==> config.mk <==
export PLATFORM = sky130hd
export DESIGN_NAME = irq_instr_queue
export DESIGN_NICKNAME = d
export VERILOG_FILES = /design/src/rtl/cpu_io_pkg.sv /design/src/rtl/irq_instr_queue_rr_arbiter.sv /design/src/rtl/irq_instr_queue.sv
export SDC_FILE = /design/constraint.sdc
export NUM_CORES = 1
export LEC_CHECK = 0
export CORE_MARGIN = 1.5
export CORE_UTILIZATION = 45
export DETAILED_ROUTE_END_ITERATION = 6
export GPL_ROUTABILITY_DRIVEN = 0
export PLACE_DENSITY = 0.71
export SYNTH_ARGS = -nofsm -noshare
export SYNTH_HDL_FRONTEND = slang
export SYNTH_HIERARCHICAL = 1
export SYNTH_SLANG_ARGS = --single-unit
export TNS_END_PERCENT = 5
==> constraint.sdc <==
create_clock -name clock -period 7.1 [get_ports clock]
set_input_delay 2.13 -clock clock [delete_from_list [all_inputs] [get_ports clock]]
set_output_delay 2.13 -clock clock [all_outputs]
set_load 0.005 [all_outputs]
==> src/rtl/cpu_io_pkg.sv <==
// ---------------------------------------------------------------------------
// cpu_io_pkg
// Shared definitions for the CPU I/O interrupt-instruction path:
//   NOP_WORD_DEFAULT  word driven to the processor when no interrupt is queued
//   CH_CTRL/TIMER/VSYNC  conventional channel ids of the on-board sources
//   clog2()           ceiling log2 usable in parameter/localparam expressions
// ---------------------------------------------------------------------------
package cpu_io_pkg;

    localparam logic [31:0] NOP_WORD_DEFAULT = 32'h0000_0000;

    localparam int CH_CTRL  = 0;
    localparam int CH_TIMER = 1;
    localparam int CH_VSYNC = 2;

    // Ceiling log2; clog2(1) = 0, clog2(2) = 1, clog2(8) = 3.
    function automatic int clog2(input int value);
        int result;
        result = 0;
        for (int i = 0; i < 31; i++) begin
            if ((32'sd1 <<< i) < value) begin
                result = i + 1;
            end
        end
        return result;
    endfunction

endpackage

==> src/rtl/irq_instr_queue_rr_arbiter.sv <==
// ---------------------------------------------------------------------------
// rr_arbiter
// Purely combinational round-robin arbiter. The search starts at the channel
// after last_grant and wraps, so the previous winner has lowest priority.
// Ports:
//   req          in   N       request vector
//   last_grant   in   IDX_W   index of the most recent winner
//   grant        out  N       one-hot grant (all zero when no request)
//   grant_idx    out  IDX_W   encoded grant index (0 when no request)
//   grant_valid  out  1       some request was granted
// ---------------------------------------------------------------------------
module rr_arbiter
    import cpu_io_pkg::*;
#(
    parameter  int N     = 4,
    localparam int IDX_W = clog2(N)
) (
    input  logic [N-1:0]     req,
    input  logic [IDX_W-1:0] last_grant,
    output logic [N-1:0]     grant,
    output logic [IDX_W-1:0] grant_idx,
    output logic             grant_valid
);

    logic [IDX_W-1:0] cand_idx;

    // Cyclic search from last_grant+1; the first requester found wins.
    always_comb begin
        grant       = '0;
        grant_idx   = '0;
        grant_valid = 1'b0;
        cand_idx    = '0;
        for (int i = 1; i <= N; i++) begin
            cand_idx = IDX_W'((int'(last_grant) + i) % N);
            if (!grant_valid && req[cand_idx]) begin
                grant_valid     = 1'b1;
                grant_idx       = cand_idx;
                grant[cand_idx] = 1'b1;
            end
        end
    end

endmodule

==> src/rtl/irq_instr_queue.sv <==
// ---------------------------------------------------------------------------
// irq_instr_queue
// Collects interrupt instruction words from NUM_CH sources through a
// round-robin arbiter into a DEPTH-entry FIFO and presents the head word to
// the processor until it is acknowledged.
// Ports:
//   clock, reset            rising-edge clock, synchronous active-high reset
//   src_valid/src_instr     per-channel offer; word i = src_instr[i*DATA_W +: DATA_W]
//   src_ready               one-hot (or zero) accept for this cycle
//   ch_enable               per-channel arbitration mask
//   irq_ack                 processor consumed the head word
//   interrupt_instruction   head word, NOP_WORD while empty
//   irq_pending             FIFO non-empty
//   irq_channel             source channel of the head word (0 while empty)
//   fifo_count              occupancy 0..DEPTH
//   accept_count            saturating count of accepted words
// ---------------------------------------------------------------------------
module irq_instr_queue
    import cpu_io_pkg::*;
#(
    parameter int                 NUM_CH   = 4,
    parameter int                 DEPTH    = 8,
    parameter int                 DATA_W   = 32,
    parameter logic [DATA_W-1:0]  NOP_WORD = DATA_W'(NOP_WORD_DEFAULT)
) (
    input  logic                          clock,
    input  logic                          reset,
    input  logic [NUM_CH-1:0]             src_valid,
    input  logic [NUM_CH*DATA_W-1:0]      src_instr,
    output logic [NUM_CH-1:0]             src_ready,
    input  logic [NUM_CH-1:0]             ch_enable,
    input  logic                          irq_ack,
    output logic [DATA_W-1:0]             interrupt_instruction,
    output logic                          irq_pending,
    output logic [clog2(NUM_CH)-1:0]      irq_channel,
    output logic [clog2(DEPTH):0]         fifo_count,
    output logic [15:0]                   accept_count
);

    localparam int CH_W  = clog2(NUM_CH);
    localparam int PTR_W = clog2(DEPTH);
    localparam int CNT_W = PTR_W + 1;

    logic [DATA_W-1:0] mem_word_q [DEPTH];
    logic [CH_W-1:0]   mem_ch_q   [DEPTH];

    logic [PTR_W-1:0]  wr_ptr_q, wr_ptr_d;
    logic [PTR_W-1:0]  rd_ptr_q, rd_ptr_d;
    logic [CNT_W-1:0]  count_q, count_d;
    logic [CH_W-1:0]   last_grant_q, last_grant_d;
    logic [15:0]       accept_count_q, accept_count_d;

    logic [NUM_CH-1:0] req_s;
    logic [NUM_CH-1:0] grant_s;
    logic [CH_W-1:0]   grant_idx_s;
    logic              grant_valid_s;
    logic              full_s;
    logic              empty_s;
    logic              push_s;
    logic              pop_s;
    logic [DATA_W-1:0] push_word_s;

    assign req_s   = src_valid & ch_enable;
    assign full_s  = (count_q == CNT_W'(DEPTH));
    assign empty_s = (count_q == {CNT_W{1'b0}});

    rr_arbiter #(.N(NUM_CH)) u_arb (
        .req         (req_s),
        .last_grant  (last_grant_q),
        .grant       (grant_s),
        .grant_idx   (grant_idx_s),
        .grant_valid (grant_valid_s)
    );

    // Full is the registered flag, so a same-cycle pop never frees a slot
    // for a push; ready is also independent of irq_ack.
    assign src_ready   = grant_s & {NUM_CH{~full_s}};
    assign push_s      = grant_valid_s & ~full_s;
    assign pop_s       = irq_ack & ~empty_s;
    assign push_word_s = src_instr[grant_idx_s*DATA_W +: DATA_W];

    // Next-state for pointers, occupancy, arbitration history and statistics.
    always_comb begin
        wr_ptr_d       = wr_ptr_q;
        rd_ptr_d       = rd_ptr_q;
        count_d        = count_q;
        last_grant_d   = last_grant_q;
        accept_count_d = accept_count_q;
        if (push_s) begin
            wr_ptr_d     = wr_ptr_q + PTR_W'(1);
            last_grant_d = grant_idx_s;
            if (accept_count_q == 16'hFFFF) begin
                accept_count_d = accept_count_q;
            end else begin
                accept_count_d = accept_count_q + 16'd1;
            end
        end else begin
            accept_count_d = accept_count_q;
        end
        if (pop_s) begin
            rd_ptr_d = rd_ptr_q + PTR_W'(1);
        end else begin
            rd_ptr_d = rd_ptr_q;
        end
        case ({push_s, pop_s})
            2'b10:   count_d = count_q + CNT_W'(1);
            2'b01:   count_d = count_q - CNT_W'(1);
            default: count_d = count_q;
        endcase
    end

    // Control state register; reset empties the queue and makes channel 0
    // the first winner.
    always_ff @(posedge clock) begin
        if (reset) begin
            wr_ptr_q       <= '0;
            rd_ptr_q       <= '0;
            count_q        <= '0;
            last_grant_q   <= CH_W'(NUM_CH - 1);
            accept_count_q <= 16'd0;
        end else begin
            wr_ptr_q       <= wr_ptr_d;
            rd_ptr_q       <= rd_ptr_d;
            count_q        <= count_d;
            last_grant_q   <= last_grant_d;
            accept_count_q <= accept_count_d;
        end
    end

    // Storage array; contents need no reset since occupancy gates visibility.
    always_ff @(posedge clock) begin
        if (push_s) begin
            mem_word_q[wr_ptr_q] <= push_word_s;
            mem_ch_q[wr_ptr_q]   <= grant_idx_s;
        end
    end

    assign interrupt_instruction = empty_s ? NOP_WORD : mem_word_q[rd_ptr_q];
    assign irq_channel           = empty_s ? {CH_W{1'b0}} : mem_ch_q[rd_ptr_q];
    assign irq_pending           = ~empty_s;
    assign fifo_count            = count_q;
    assign accept_count          = accept_count_q;

endmodule

==> After elaboration in Yosys (flattened, before gate mapping) <==
Memory sizes are Yosys's and may differ from the RTL's. A register that Yosys moved wholly into a read port is not among the register bits.
Index checks and enable logic that the tools add are counted.
{ "word_totals": {"memories": 2, "input_bits": 139, "out_inout_bits": 59, "register_bits": 28, "romBits": 0, "latchBits": 0, "mem_bits_rw": 272, "wordCells": 89} }
{ "op_classes": {"div_mod_pow": 0, "add_sub_neg": 9, "magnitude_cmp": 8, "n_reduce_logical": 13, "n_bitwise": 10, "mul": 0, "n_eq_ne": 4, "n_mux": 37, "n_shift": 1} }
{ "memory_table": {"columns": ["name", "words", "word_bits", "read_ports", "rd_ports_with_merged_regs", "wr", "line", "text"], "rows": [
  ["mem_word_q", 8, 32, 1, 1, 1, "irq_instr_queue.sv:44", "logic [DATA_W-1:0] mem_word_q [DEPTH];"],
  ["mem_ch_q", 8, 2, 1, 1, 1, "irq_instr_queue.sv:45", "logic [CH_W-1:0] mem_ch_q [DEPTH];"]
]} }
{ "ops": {"columns": ["op", "count"], "rows": [
  ["128-bit by 8-bit variable part select with 32-bit output", 1],
  ["32-bit two-way mux", 1],
  ["16-bit by 1-bit adder with 16-bit output (second input constant)", 1],
  ["16-bit equality test (second input constant)", 1],
  ["4-bit two-way mux", 4],
  ["1-bit two-way mux", 14],
  ["2-bit by 3-bit less-than comparator with 1-bit output (second input constant)", 4],
  ["3-bit two-way mux", 4],
  ["4-bit OR", 3],
  ["2-bit two-way mux", 5],
  ["4-bit AND", 2],
  ["1-bit binary-select mux with 2-bit select", 4],
  ["1-bit demux with 2-bit select", 4],
  ["2-bit by 1-bit greater-or-equal comparator with 1-bit output (second input constant)", 4],
  ["4-bit case mux with 2 select lines", 1],
  ["1-bit logical AND", 7],
  ["3-bit by 1-bit adder with 3-bit output (second input constant)", 2],
  ["2-bit by 1-bit adder with 2-bit output (second input constant)", 2],
  ["2-bit adder (second input constant)", 2],
  ["4-bit by 1-bit adder with 4-bit output (second input constant)", 1],
  ["4-bit equality test (second input constant)", 1],
  ["4-bit logical NOT", 1],
  ["4-bit by 1-bit subtractor with 4-bit output (second input constant)", 1],
  ["1-bit logical NOT", 3],
  ["other kinds (6)", 9]
]} }

==> Depth between registers and ports, before layout <==
{ "logic_depth": {"depth_word": 16, "depth_mapped": 15, "depth_no_buf": 12} }

==> Hierarchy <==
The synthesis kept the hierarchy.
{ "modules_own_cells": {"columns": ["module", "area_each_um2", "cells_per_inst", "seq_area_each_um2", "instances"], "rows": [
  ["irq_instr_queue", 12710.9, 667, 8788.4, 1],
  ["rr_arbiter", 525.5, 68, 0.0, 1]
]} }

==> Worst setup path before layout <==
Ideal clock, no wire load.
{ "synth_path": {"path_kind": "input to register", "startpoint": "input port src_valid[3]", "endpoint": "memory mem_ch_q[0][0] in the netlist's numbering, enable pin", "setup_ns": 0.510, "setup_slack_ns": 0.327, "required_time_ns": 6.590, "stages": 8, "n_path_buf": 2, "t_arrival_ns": 6.263, "path_cell_list": "and2_1 > nor2_1 > nand2_1 > and2_4 > buf_6 > clkinv_4 > buf_12 > nor4_1"} }
{ "synth_via": {"elab_chain_len": 16, "word_cells_on_any_way": 22, "cone_classes": "14 x mux; 2 x bitwise; 6 x reduce/logical"} }
{ "synth_rtl": {"columns": ["item", "line", "text"], "rows": [
  ["start: declaration", "irq_instr_queue.sv:28", "input logic [NUM_CH-1:0] src_valid,"],
  ["4-bit AND *", "irq_instr_queue.sv:63", "assign req_s = src_valid & ch_enable;"],
  ["1-bit binary-select mux with 2-bit select", "irq_instr_queue_rr_arbiter.sv:35", "if (!grant_valid && req[cand_idx]) begin"],
  ["1-bit two-way mux (not written as such)", "irq_instr_queue_rr_arbiter.sv:35", null],
  ["1-bit two-way mux", "irq_instr_queue_rr_arbiter.sv:35", null],
  ["1-bit logical NOT", "irq_instr_queue_rr_arbiter.sv:35", null],
  ["1-bit logical AND", "irq_instr_queue_rr_arbiter.sv:35", null],
  ["1-bit two-way mux", "irq_instr_queue_rr_arbiter.sv:35", null],
  ["1-bit logical NOT", "irq_instr_queue_rr_arbiter.sv:35", null],
  ["1-bit logical AND", "irq_instr_queue_rr_arbiter.sv:35", null],
  ["1-bit two-way mux", "irq_instr_queue_rr_arbiter.sv:35", null],
  ["1-bit logical NOT", "irq_instr_queue_rr_arbiter.sv:35", null],
  ["1-bit logical AND", "irq_instr_queue_rr_arbiter.sv:35", null],
  ["1-bit two-way mux *", "irq_instr_queue_rr_arbiter.sv:35", null],
  ["via grant_valid_s", "irq_instr_queue.sv:56", "logic grant_valid_s;"],
  ["1-bit AND *", "irq_instr_queue.sv:78", "assign push_s = grant_valid_s & ~full_s;"],
  ["1-bit two-way mux *", "irq_instr_queue.sv:132", "if (push_s) begin"],
  ["1-bit two-way mux (not written as such) *", "irq_instr_queue.sv:134", "mem_ch_q[wr_ptr_q] <= grant_idx_s;"],
  ["end: declaration", "irq_instr_queue.sv:45", null]
]} }
The timed path passes the listed nets; every way through them passes the cells marked *. The select of a mux whose other input is x is not followed.

==> Worst setup path after layout <==
{ "layout_path": {"startpoint": "input port src_valid[2]", "endpoint": "output port src_ready[3]"} }
{ "layout_via": {"elab_chain_len": 14, "word_cells_on_any_way": 26, "cone_classes": "15 x mux; 5 x bitwise; 6 x reduce/logical"} }
{ "layout_rtl": {"columns": ["item", "line", "text"], "rows": [
  ["4-bit AND *", "irq_instr_queue.sv:63", null],
  ["via req_s[2]", "irq_instr_queue.sv:53", "logic [NUM_CH-1:0] req_s;"],
  ["1-bit binary-select mux with 2-bit select", "irq_instr_queue_rr_arbiter.sv:35", null],
  ["1-bit two-way mux (not written as such)", "irq_instr_queue_rr_arbiter.sv:35", null],
  ["1-bit two-way mux", "irq_instr_queue_rr_arbiter.sv:35", null],
  ["1-bit logical NOT", "irq_instr_queue_rr_arbiter.sv:35", null],
  ["1-bit logical AND", "irq_instr_queue_rr_arbiter.sv:35", null],
  ["1-bit two-way mux", "irq_instr_queue_rr_arbiter.sv:35", null],
  ["1-bit logical NOT", "irq_instr_queue_rr_arbiter.sv:35", null],
  ["1-bit logical AND", "irq_instr_queue_rr_arbiter.sv:35", null],
  ["1-bit two-way mux", "irq_instr_queue_rr_arbiter.sv:35", null],
  ["1-bit logical NOT", "irq_instr_queue_rr_arbiter.sv:35", null],
  ["1-bit logical AND", "irq_instr_queue_rr_arbiter.sv:35", null],
  ["4-bit two-way mux *", "irq_instr_queue_rr_arbiter.sv:35", null],
  ["via grant_s[3]", "irq_instr_queue.sv:54", "logic [NUM_CH-1:0] grant_s;"],
  ["4-bit AND *", "irq_instr_queue.sv:77", "assign src_ready = grant_s & {NUM_CH{~full_s}};"],
  ["end: declaration", "irq_instr_queue.sv:30", "output logic [NUM_CH-1:0] src_ready,"]
]} }
Marks and branches as above.

==> impl_metrics.env <==
export IMPL_status="finished, final reports clean"
export IMPL_syn_nets=888
export IMPL_vias=7541
export IMPL_max_slew_margin=0.2264
export IMPL_grtUsageTotal=0.1888
export IMPL_timing_fmax_mhz=148.9
export IMPL_endpoint_kind="output port"
export IMPL_avgSynthCellArea_um2=18.01
export IMPL_cp_top_family="buffers and inverters"
export IMPL_hp_start="accept_count[1]"
export IMPL_ios=198
export IMPL_power_leakage_nw=5.218
export IMPL_synth_distinct_cells=61
export IMPL_regArea_mm2=0.008797
export IMPL_cts_max_level=1
export IMPL_clk_pin_slew_ps=60
export IMPL_multi_input_area_mm2=0.004228
export IMPL_total_power_mw=5.755
export IMPL_drtIter0Drc=558
export IMPL_port_buffers=197
export IMPL_finalSetupViolCount=0
export IMPL_critPathMaxStageDelay_ps=490
export IMPL_tns_ps=0
export IMPL_worst_pin_slew_ps=1160
export IMPL_die_width_um=174.5
export IMPL_synth_edf_count=272
export IMPL_layout_nets=1091
export IMPL_drt_wl_total_mm=28.56
export IMPL_path_buf_inv=2
export IMPL_drc_errors=0
export IMPL_worstPathCellList="clkdlybuf4s50_1, and2_1, or3b_1, o21ai_1, a21oi_1, o22ai_2, a221o_1, and2_1, clkdlybuf4s50_1"
export IMPL_syn_inst=735
export IMPL_layout_setup_ws_ps=382.7
export IMPL_postCtsResizedCells=0
export IMPL_arrival_ps=4590
export IMPL_viasPerCell=5.598
export IMPL_grt_pass1_wl_mm=44.38
export IMPL_antenna_found_initial=3
export IMPL_fin_area_mm2=0.01657
export IMPL_dp_cells=1289
export IMPL_async_flop_share=0
export IMPL_drv_cap=0
export IMPL_worstPathRequired_ps=4970
export IMPL_worstHoldPathType="flop to flop"
export IMPL_ys_seq_area_frac=0.6640
export IMPL_crit_type="primary input to output port"
export IMPL_post_cts_buffers=0
export IMPL_r2r_end="mem_word_q[0][22]"
export IMPL_drive_gt1_frac=0.1975
export IMPL_clk_latency_ps=560
export IMPL_fin_crit_sh=0.9461
export IMPL_fillers=2179
export IMPL_cts_hold_buffers=0
export IMPL_powerDensity_mw_per_mm2=347.3
export IMPL_dieHeight_um=174.5
export IMPL_ys_flop_type="edfxtp_1"
export IMPL_grt_max_degree=69
export IMPL_grt_overflow=0
export IMPL_cts_tree="done"
export IMPL_rsz0062_at_grt="false"
export IMPL_ir_worst_vdd_v=0.0002464
export IMPL_slew_violations=0
export IMPL_netlist_area_mm2=0.01324
export IMPL_initial_core_util=0.4587
export IMPL_clock_sinks=303
export IMPL_dpl_hpwl_mm=17.56
export IMPL_holdPathEnd="accept_count[1]"
export IMPL_place_area_mm2=0.01567
export IMPL_ys_seq_elements=303
export IMPL_grt_pass1_vias=7976
export IMPL_cts_root_buf="clkbuf_16"
export IMPL_cp_start_kind="primary input"
export IMPL_place_ws_ps=399.6
export IMPL_reg2regPathDepth=6
export IMPL_clockBufferDepth=3
export IMPL_hold_viol=0
export IMPL_fin_cells=1347
export IMPL_clock_skew_ps=17.25
export IMPL_reg2reg_from="last_grant_q[0]"
export IMPL_r2r_setup_slack_ps=3410
export IMPL_period_minus_slack_ps=6717
export IMPL_cp_slowest_cell="clkdlybuf4s50_1"
export IMPL_die_area_mm2=0.03045
export IMPL_hold_path_cell_count=2
export IMPL_syn_to_final_growth_pct=25.20
export IMPL_path_max_fanout=10
export IMPL_core_area_mm2=0.02886
export IMPL_cts_made_buffers=31
export IMPL_drt_antenna_violating_nets=0
export IMPL_dr_pass1_iters=5
export IMPL_wire_per_inst_um=21.20
export IMPL_yosysWarnings=6
export IMPL_rows=62
layout make-up:
cell class,instances,share of cell area
Tap cell,384,0.02899
Clock inverter,17,0.005512
Multi-Input combinational cell,379,0.2551
Sequential cell,303,0.5308
Antenna cell,1,0.0001510
Clock buffer,40,0.04885
Inverter,9,0.002341
Timing Repair Buffer,214,0.1282
per-stage QoR:
step	util	hold slack, ps
final	0.5743	489.4
after global routing	0.5743	518.2
after CTS	0.5742	495.6
after detailed placement	0.5430	483.9
after global placement	0.5430	478.7
after floorplan	-	475.1
cell families (layout without fill, tap and decap cells):
kind of cell,count (synthesis),in the layout,synth area share
flops,303,303,0.6640
simple gates,156,156,0.05832
mux,147,147,0.2084
compound gates,55,55,0.03025
buf+inv,53,280,0.02117
fa+ha+maj,14,14,0.01323
xor+xnor,7,7,0.004632
other cells,0,1,0
worst max path at each step:
stage | start | end | slack (ps) | depth (start not counted)
detailed placement | src_valid[2] | src_ready[3] | 400 | 9
floorplan | src_valid[3] | mem_ch_q[0][0] | 330 | 8
global placement | src_valid[2] | src_ready[2] | 460 | 9
global route | src_valid[2] | src_ready[0] | 250 | 9
finish | src_valid[2] | src_ready[3] | 380 | 9
CTS | src_valid[2] | src_ready[3] | 400 | 9
registers in the layout, indices dropped and copies added (netlist names), named ones only:
| signal | count |
|---|---|
| mem_ch_q | 16 |
| wr_ptr_q | 3 |
| accept_count | 16 |
| rd_ptr_q | 3 |
| last_grant_q | 2 |
| fifo_count | 4 |
| mem_word_q | 256 |
routing by layer:
| metal | routed length [um] | GRT usage | share of wire | vias to the layer above |
|---|---|---|---|---|
| met5 | 31 | 0 | 0.0011 | - |
| met4 | 430 | 0.03989 | 0.015 | 4 |
| met3 | 1804 | 0.03806 | 0.063 | 40 |
| met2 | 14240 | 0.3215 | 0.50 | 242 |
| met1 | 12050 | 0.2529 | 0.42 | 3863 |
| li1 | - | - | - | 3392 |
worst register-to-register path: stages (launching register included):
cell and delay [ps]:
dfxtp_1 750, inv_2 200, ha_1 590, a221oi_1 100, a211oi_1 240, o22a_2 940, mux4_2 580
cell usage after synthesis, types with 6 or more instances:
| cell type | count | share of area |
|---|---|---|
| nor3_1 | 7 | 0.0026 |
| dfxtp_1 | 31 | 0.047 |
| nor4_1 | 6 | 0.0028 |
| clkbuf_1 | 23 | 0.0065 |
| nor2_1 | 59 | 0.017 |
| mux4_2 | 101 | 0.17 |
| and2_1 | 10 | 0.0047 |
| nand3_1 | 12 | 0.0045 |
| inv_1 | 7 | 0.0020 |
| buf_2 | 9 | 0.0034 |
| buf_6 | 6 | 0.0051 |
| nand4_1 | 8 | 0.0038 |
| nand2_1 | 27 | 0.0077 |
| nor2b_1 | 8 | 0.0038 |
| o21ai_0 | 6 | 0.0023 |
| edfxtp_1 | 272 | 0.62 |
| mux2i_1 | 39 | 0.029 |
| a21oi_1 | 14 | 0.0053 |
| ha_1 | 14 | 0.013 |
power by group:
part	total [mW]	internal (mW)	switching, mW
combinational	1.80	0.976	0.827
sequential	2.51	2.33	0.180
clock	1.44	0.802	0.638
total	5.76	4.11	1.65
placed cells by master (no fill, tap or decap), types with 2 or more instances in the layout:
| cell type | count |
|---|---|
| buf_12 | 2 |
| nor4_1 | 5 |
| a21boi_0 | 2 |
| dfxtp_4 | 2 |
| xnor2_1 | 2 |
| o31ai_1 | 4 |
| or4_1 | 4 |
| nor2b_1 | 8 |
| nand2_1 | 27 |
| nand4_1 | 8 |
| mux2i_1 | 39 |
| nor2_4 | 3 |
| mux2_2 | 5 |
| inv_6 | 2 |
| o21ai_1 | 5 |
| nor3_1 | 3 |
| clkbuf_16 | 31 |
| nand2b_1 | 3 |
| clkinv_2 | 5 |
| a211oi_1 | 4 |
| buf_4 | 15 |
| a221o_1 | 4 |
| xor2_1 | 5 |
| clkdlybuf4s50_1 | 197 |
| dfxtp_1 | 28 |
| nor3_2 | 4 |
| o21ai_0 | 6 |
| a21oi_1 | 14 |
| mux4_2 | 101 |
| clkinv_1 | 7 |
| edfxtp_1 | 272 |
| and4_1 | 2 |
| nor2_1 | 56 |
| clkbuf_1 | 9 |
| ha_1 | 14 |
| inv_1 | 7 |
| or3_1 | 2 |
| clkinvlp_4 | 3 |
| nand3_1 | 12 |
| and2_1 | 10 |
Power figures use the tool's default switching activity.
